===== src/rtl/dispatch_skid_buffer.sv =====
// ============================================================================
// dispatch_skid_buffer
// ----------------------------------------------------------------------------
// Two-entry skid buffer between the instruction buffer and rename. A complete
// dispatch bundle (four decoded packets plus its branch count) is captured
// from the buffer head and presented to rename one cycle later. A second
// (SKID) entry absorbs the bundle that was already in flight when rename
// stalled. This lets the back-pressure to the instruction buffer come
// straight from a flop, with no combinational path from renameStall_i.
//
// Optional feature (macro DISPATCH_BRCHK_EN):
//   When defined, the freeBranchTags_i port exists and the head bundle is only
//   offered to rename when its branch count fits in the free branch tags.
//   When not defined, the head bundle is offered whenever the buffer is
//   non-empty.
//
// Ports
//   clk               in   1      clock
//   reset             in   1      synchronous, active-high reset
//   flush_i           in   1      control-misprediction flush (drops both entries)
//   bufReady_i        in   1      instruction buffer holds a full bundle
//   bufPacket0_i..3_i in   PKT_W  bundle slots 0-3 from the buffer head
//   bufBranchCount_i  in   BRC_W  branches in the incoming bundle
//   bufStall_o        out  1      registered back-pressure to the buffer
//   renameStall_i     in   1      rename cannot accept this cycle
//   valid_o           out  1      head bundle valid
//   packet0_o..3_o    out  PKT_W  head bundle slots 0-3
//   branchCount_o     out  BRC_W  branches in the head bundle
//   freeBranchTags_i  in   BRC_W  free branch tags (DISPATCH_BRCHK_EN only)
// ============================================================================

// Fallback widths so the block elaborates standalone; the processor's
// configuration header overrides these when it is included first.
`ifndef SIZE_SPECIAL_REG
`define SIZE_SPECIAL_REG 32
`endif
`ifndef LDST_TYPES_LOG
`define LDST_TYPES_LOG 2
`endif
`ifndef INST_TYPES_LOG
`define INST_TYPES_LOG 2
`endif
`ifndef SIZE_IMMEDIATE
`define SIZE_IMMEDIATE 16
`endif
`ifndef SIZE_RMT_LOG
`define SIZE_RMT_LOG 6
`endif
`ifndef SIZE_OPCODE_I
`define SIZE_OPCODE_I 8
`endif
`ifndef SIZE_PC
`define SIZE_PC 32
`endif
`ifndef SIZE_CTI_LOG
`define SIZE_CTI_LOG 4
`endif
`ifndef BRANCH_COUNT
`define BRANCH_COUNT 4
`endif

module dispatch_skid_buffer #(
   parameter int PKT_W = 2*`SIZE_SPECIAL_REG + 3 + `LDST_TYPES_LOG + `INST_TYPES_LOG
                         + `SIZE_IMMEDIATE + 1 + 3*`SIZE_RMT_LOG + 3 + `SIZE_OPCODE_I
                         + 2*`SIZE_PC + `SIZE_CTI_LOG + 1,
   parameter int BRC_W = `BRANCH_COUNT
) (
   input  logic             clk,
   input  logic             reset,
   input  logic             flush_i,
   input  logic             bufReady_i,
   input  logic [PKT_W-1:0] bufPacket0_i,
   input  logic [PKT_W-1:0] bufPacket1_i,
   input  logic [PKT_W-1:0] bufPacket2_i,
   input  logic [PKT_W-1:0] bufPacket3_i,
   input  logic [BRC_W-1:0] bufBranchCount_i,
   output logic             bufStall_o,
   input  logic             renameStall_i,
   output logic             valid_o,
   output logic [PKT_W-1:0] packet0_o,
   output logic [PKT_W-1:0] packet1_o,
   output logic [PKT_W-1:0] packet2_o,
   output logic [PKT_W-1:0] packet3_o,
`ifdef DISPATCH_BRCHK_EN
   input  logic [BRC_W-1:0] freeBranchTags_i,
`endif
   output logic [BRC_W-1:0] branchCount_o
);

   localparam int SLOTS = 4;

   typedef enum logic [1:0] {
      ST_EMPTY = 2'd0,
      ST_ONE   = 2'd1,
      ST_TWO   = 2'd2
   } state_t;

   state_t             state_q, state_d;
   logic               stall_q;

   logic [PKT_W-1:0]   in_pkt   [SLOTS];
   logic [PKT_W-1:0]   head_pkt_q [SLOTS];
   logic [PKT_W-1:0]   skid_pkt_q [SLOTS];
   logic [BRC_W-1:0]   head_bc_q;
   logic [BRC_W-1:0]   skid_bc_q;

   // Head-entry load controls: load from the input bundle or promote SKID.
   logic               head_load_in;
   logic               head_load_skid;
   logic               skid_load_in;

   logic               head_ok;
   logic               valid;
   logic               accept;
   logic               consume;

   assign in_pkt[0] = bufPacket0_i;
   assign in_pkt[1] = bufPacket1_i;
   assign in_pkt[2] = bufPacket2_i;
   assign in_pkt[3] = bufPacket3_i;

   // ------------------------------------------------------------------------
   // Dispatch qualification
   // ------------------------------------------------------------------------
`ifdef DISPATCH_BRCHK_EN
   // Holding HEAD while the compare fails is the same as a rename stall:
   // valid drops, so consume cannot fire and the FSM keeps the entry.
   assign head_ok = (head_bc_q <= freeBranchTags_i);
`else
   assign head_ok = 1'b1;
`endif

   assign valid   = (state_q != ST_EMPTY) & head_ok;
   // stall_q is 1 exactly in TWO, so TWO never sees an accept.
   assign accept  = bufReady_i & ~stall_q & ~flush_i;
   assign consume = valid & ~renameStall_i;

   // ------------------------------------------------------------------------
   // Occupancy FSM: next state and entry load strobes
   // ------------------------------------------------------------------------
   always_comb begin
      state_d        = state_q;
      head_load_in   = 1'b0;
      head_load_skid = 1'b0;
      skid_load_in   = 1'b0;

      if (flush_i) begin
         state_d = ST_EMPTY;
      end else begin
         unique case (state_q)
            ST_EMPTY: begin
               if (accept) begin
                  state_d      = ST_ONE;
                  head_load_in = 1'b1;
               end
            end
            ST_ONE: begin
               if (accept && consume) begin
                  // Head leaves and is replaced in the same cycle.
                  head_load_in = 1'b1;
               end else if (accept) begin
                  state_d      = ST_TWO;
                  skid_load_in = 1'b1;
               end else if (consume) begin
                  state_d = ST_EMPTY;
               end
            end
            ST_TWO: begin
               if (consume) begin
                  state_d        = ST_ONE;
                  head_load_skid = 1'b1;
               end
            end
            default: begin
               state_d = ST_EMPTY;
            end
         endcase
      end
   end

   always_ff @(posedge clk) begin
      if (reset) begin
         state_q <= ST_EMPTY;
         stall_q <= 1'b0;
      end else begin
         state_q <= state_d;
         // Registered copy of "next state is TWO": equals (state_q == ST_TWO).
         stall_q <= (state_d == ST_TWO);
      end
   end

   // ------------------------------------------------------------------------
   // Entry storage, one register pair per packet slot
   // ------------------------------------------------------------------------
   generate
      for (genvar gi = 0; gi < SLOTS; gi++) begin : g_slot
         always_ff @(posedge clk) begin
            if (reset) begin
               head_pkt_q[gi] <= '0;
               skid_pkt_q[gi] <= '0;
            end else begin
               if (head_load_in) begin
                  head_pkt_q[gi] <= in_pkt[gi];
               end else if (head_load_skid) begin
                  head_pkt_q[gi] <= skid_pkt_q[gi];
               end
               if (skid_load_in) begin
                  skid_pkt_q[gi] <= in_pkt[gi];
               end
            end
         end
      end
   endgenerate

   always_ff @(posedge clk) begin
      if (reset) begin
         head_bc_q <= '0;
         skid_bc_q <= '0;
      end else begin
         if (head_load_in) begin
            head_bc_q <= bufBranchCount_i;
         end else if (head_load_skid) begin
            head_bc_q <= skid_bc_q;
         end
         if (skid_load_in) begin
            skid_bc_q <= bufBranchCount_i;
         end
      end
   end

   // ------------------------------------------------------------------------
   // Outputs
   // ------------------------------------------------------------------------
   assign bufStall_o    = stall_q;
   assign valid_o       = valid;
   assign packet0_o     = head_pkt_q[0];
   assign packet1_o     = head_pkt_q[1];
   assign packet2_o     = head_pkt_q[2];
   assign packet3_o     = head_pkt_q[3];
   assign branchCount_o = head_bc_q;

endmodule


===== config.mk =====
export PLATFORM = sky130hd
export DESIGN_NAME = dispatch_skid_buffer
export DESIGN_NICKNAME = d
export VERILOG_FILES = /design/src/rtl/dispatch_skid_buffer.sv
export SDC_FILE = /design/constraint.sdc
export NUM_CORES = 2
export LEC_CHECK = 0
export BUFFER_PORTS_ARGS = -buffer_cell sky130_fd_sc_hd__buf_2
export CAP_MARGIN = 30
export CORE_AREA = 2 2 589 591
export CTS_CLUSTER_DIAMETER = 50
export DETAILED_ROUTE_END_ITERATION = 8
export DIE_AREA = 0 0 591 593
export SLEW_MARGIN = 40
export SYNTH_ARGS = -nofsm -noshare
export SYNTH_HDL_FRONTEND = slang
export SYNTH_SLANG_ARGS = --single-unit

===== constraint.sdc =====
create_clock -name clk -period 24.4 [get_ports clk]
set_input_delay 1.22 -clock clk [delete_from_list [all_inputs] [get_ports clk]]
set_output_delay 1.22 -clock clk [all_outputs]
set_load 0.02 [all_outputs]

==> results.py <==
metrics = {
    "clock_tree": {
        "cts_sinks": 1499,
        "clk_pin_slew_worst_paths_ns": 0.06,
        "insertion_delay_ns": 0.91,
        "cts_buffers": 212,
        "cts_setup_buffers": 0,
        "htree_num_levels": 4,
        "post_cts_resized": 0,
        "root_buffer": "clkbuf_16",
        "cts_hold_buf": 0,
        "cts.path.max_buffers": 4,
        "cts_tree": "yes",
    },
    "global_route": {
        "grt_pass1_vias": 40180,
        "grt_max_degree": 149,
        "globalRoute.totalOverflow": 0,
        "grt_pass1_wl_um": 358800,
        "track_usage_pct": 15.02,
        "antenna_found_initial": 182,
    },
    "yosys": {
        "synth-seq-cells": 1499,
        "synth-seq-area-share_pct": 76.43,
        "yosys_warnings": 0,
        "syn_nets": 4867,
        "synthCells": 4114,
        "synth_cell_type_count": 27,
        "avgSynthCellArea_um2": 14.28,
        "syn_area_mm2": 0.05875,
    },
    "outcome": {
        "outcome": "completed",
    },
    "layout": {
        "fillCellCount": 36570,
        "syn_to_final_growth_pct": 33.71,
        "final_common_cell": "buf_2",
        "drive_gt1_share_pct": 33.22,
        "fin_nets": 6316,
        "layout_common_cells": "buf_2 (1502), edfxtp_1 (1488), nor2_1 (745), nand2_1 (745), o2bb2ai_1 (742)",
    },
    "sta": {
        "fin_setup_tns_ns": 0,
        "maxSlewHeadroom_pct": 39.55,
        "tightest_slew_ns": 0.9068,
        "period_needed_ns": 5.101,
        "layout_setup_ws_ns": 19.30,
        "slew_viol_final": 0,
        "fin_worst_skew_ns": 0.1049,
        "period_share_pct": 20.91,
        "fmax_mhz": 196.0,
        "finalHoldViolations": 0,
        "rsz0062_at_grt": "no",
        "finalSetupViolCount": 0,
    },
    "floorplan": {
        "dieArea_mm2": 0.3505,
        "rows": 216,
        "coreArea_mm2": 0.3446,
        "pin_count": 1503,
        "start_util_pct": 17.05,
        "dieWidth_um": 591,
        "die_height_um": 593,
    },
    "detailed_routing": {
        "routed_wl_um": 278400,
        "drt_first_pass_iters": 5,
        "wire_per_inst_um": 26.85,
        "post-route-drc-count": 0,
        "viasPerCell": 4.044,
        "drt_first_iter_violations": 3832,
        "vias": 41930,
        "postRouteAntennaNets": 0,
    },
    "worst_setup_path": {
        "crit_path_max_incr_delay_ns": 0.63,
        "critPathRequiredTime_ns": 24.83,
        "cp_slowest_cell": "buf_4",
        "path_max_fanout": 78,
        "cp_data_arrival_time_ns": 5.54,
        "startpoint_type": "input port",
        "endpoint_kind": "flop",
        "rr_worst_depth": 7,
        "crit_chain": "buf_2, nor4b_4, nand2_4, nand2_8, buf_6, buf_4, buf_4, buf_6",
        "critPathKind": "in2reg",
    },
    "placed_design": {
        "place_congestion": 0.9139,
        "place_hpwl_um": 215600,
        "portBuffers": 1502,
        "preCtsSetupSlack_ns": 17.42,
    },
    "hold_path": {
        "min_path_type": "reg2reg",
        "holdPathStages": 1,
    },
    "flow_run": {
        "drv_cap": 0,
    },
    "pwr": {
        "p_leak_nw": 29.50,
        "power.density_mw_per_mm2": 84.74,
        "ir_drop_mv": 0.06905,
    },
}
==> final timing paths <==
| path | start | to | slack (ns) |
|---|---|---|---|
| setup / recovery | flush_i | skid_pkt_q[0][13]$_SDFFCE_PN0P_ | 19.30 |
| hold / removal | skid_pkt_q[1][157]$_SDFFCE_PN0P_ | head_pkt_q[1][157]$_DFFE_PP_ | 0.48 |
| setup reg to reg | state_q[1]$_SDFF_PP0_ | skid_pkt_q[0][13]$_SDFFCE_PN0P_ | 19.41 |
| hold reg to reg | skid_pkt_q[1][157]$_SDFFCE_PN0P_ | head_pkt_q[1][157]$_DFFE_PP_ | 0.48 |
==> cell usage after synthesis <==
cell          n  share of area (%)
or4b_1        1              0.017
nand3b_1      1              0.013
or3_1         2              0.021
or2_2         1              0.011
inv_1         2              0.013
buf_4         2              0.026
nor4b_4       1              0.040
nor2_1      745                4.8
dfxtp_1      11               0.37
o31ai_1       4              0.051
a32o_1        2              0.034
nor4b_2       1              0.026
nand2b_1      1              0.011
mux2i_1       5              0.085
clkbuf_1    145               0.93
nor3b_1       2              0.026
edfxtp_1   1488                 76
nand3_1       4              0.034
and2_1        1              0.011
o21ai_0       5              0.043
nor3_1        1             0.0085
a21oi_1      10              0.085
nand2_1     748                4.8
nor4_4        1              0.036
o2bb2ai_1   743                 11
buf_2       116               0.99
buf_1        71               0.45
==> area by class of cell <==
cell class | instances | area, um2 | area share (%)
inverter | 2 | 15.01 | 0.01911
sequential | 1499 | 44900 | 57.16
timing repair buffer | 1569 | 8262 | 10.52
multi-input combinational | 2279 | 12500 | 15.91
antenna | 56 | 140.1 | 0.1784
clock buffer | 245 | 5450 | 6.938
clock inverter | 141 | 1562 | 1.988
tap | 4578 | 5728 | 7.291
==> logic make-up after synthesis <==
family | synth area share [%]
compound gates | 11.29
flops | 76.43
mux | 0.08519
buf+inv | 2.406
simple gates | 9.792
==> state kept, by name, indices dropped and copies added, names as in the netlist <==
signal	cells
skid_bc_q	4
bufStall_o	1
head_pkt_q	744
skid_pkt_q	744
branchCount_o	4
state_q	2
==> critical path, delay by kind of cell <==
kind | cells | cell delay (ns)
AND/OR/NAND/NOR | 3 | 1.72
buffers and inverters | 5 | 2.30
==> per-stage QoR <==
stage	area [um2]	power (mW)	util [%]	instances	hold WS, ns
after floorplan	58750	3.388	-	4114	0.4535
after global placement	71160	3.641	20.65	9922	0.4891
after detailed placement	71270	3.644	20.68	9924	0.4786
after CTS	78290	6.740	22.72	10310	0.4773
after global routing	78470	6.869	22.77	10330	0.4841
final	78560	6.658	22.80	10370	0.4837
==> report_power, final <==
| group | switching, mW | leakage [nW] | total, mW | internal, mW |
|---|---|---|---|---|
| Clock | 1.29 | 3.35 | 3.07 | 1.79 |
| Sequential | 0.0550 | 15.8 | 3.03 | 2.97 |
| Combinational | 0.427 | 10.4 | 0.559 | 0.132 |
| Total | 1.77 | 29.5 | 6.66 | 4.89 |
==> metal layers <==
layer  vias up  GRT usage [%]  share of wire, %
met5         -              0              0.21
met4        84          8.053               6.4
met3       639          7.061                12
met2      2308          23.90                45
met1     20530          16.63                36
li1      18370              -                 -
No activity file was read; power rests on OpenSTA's default activity.
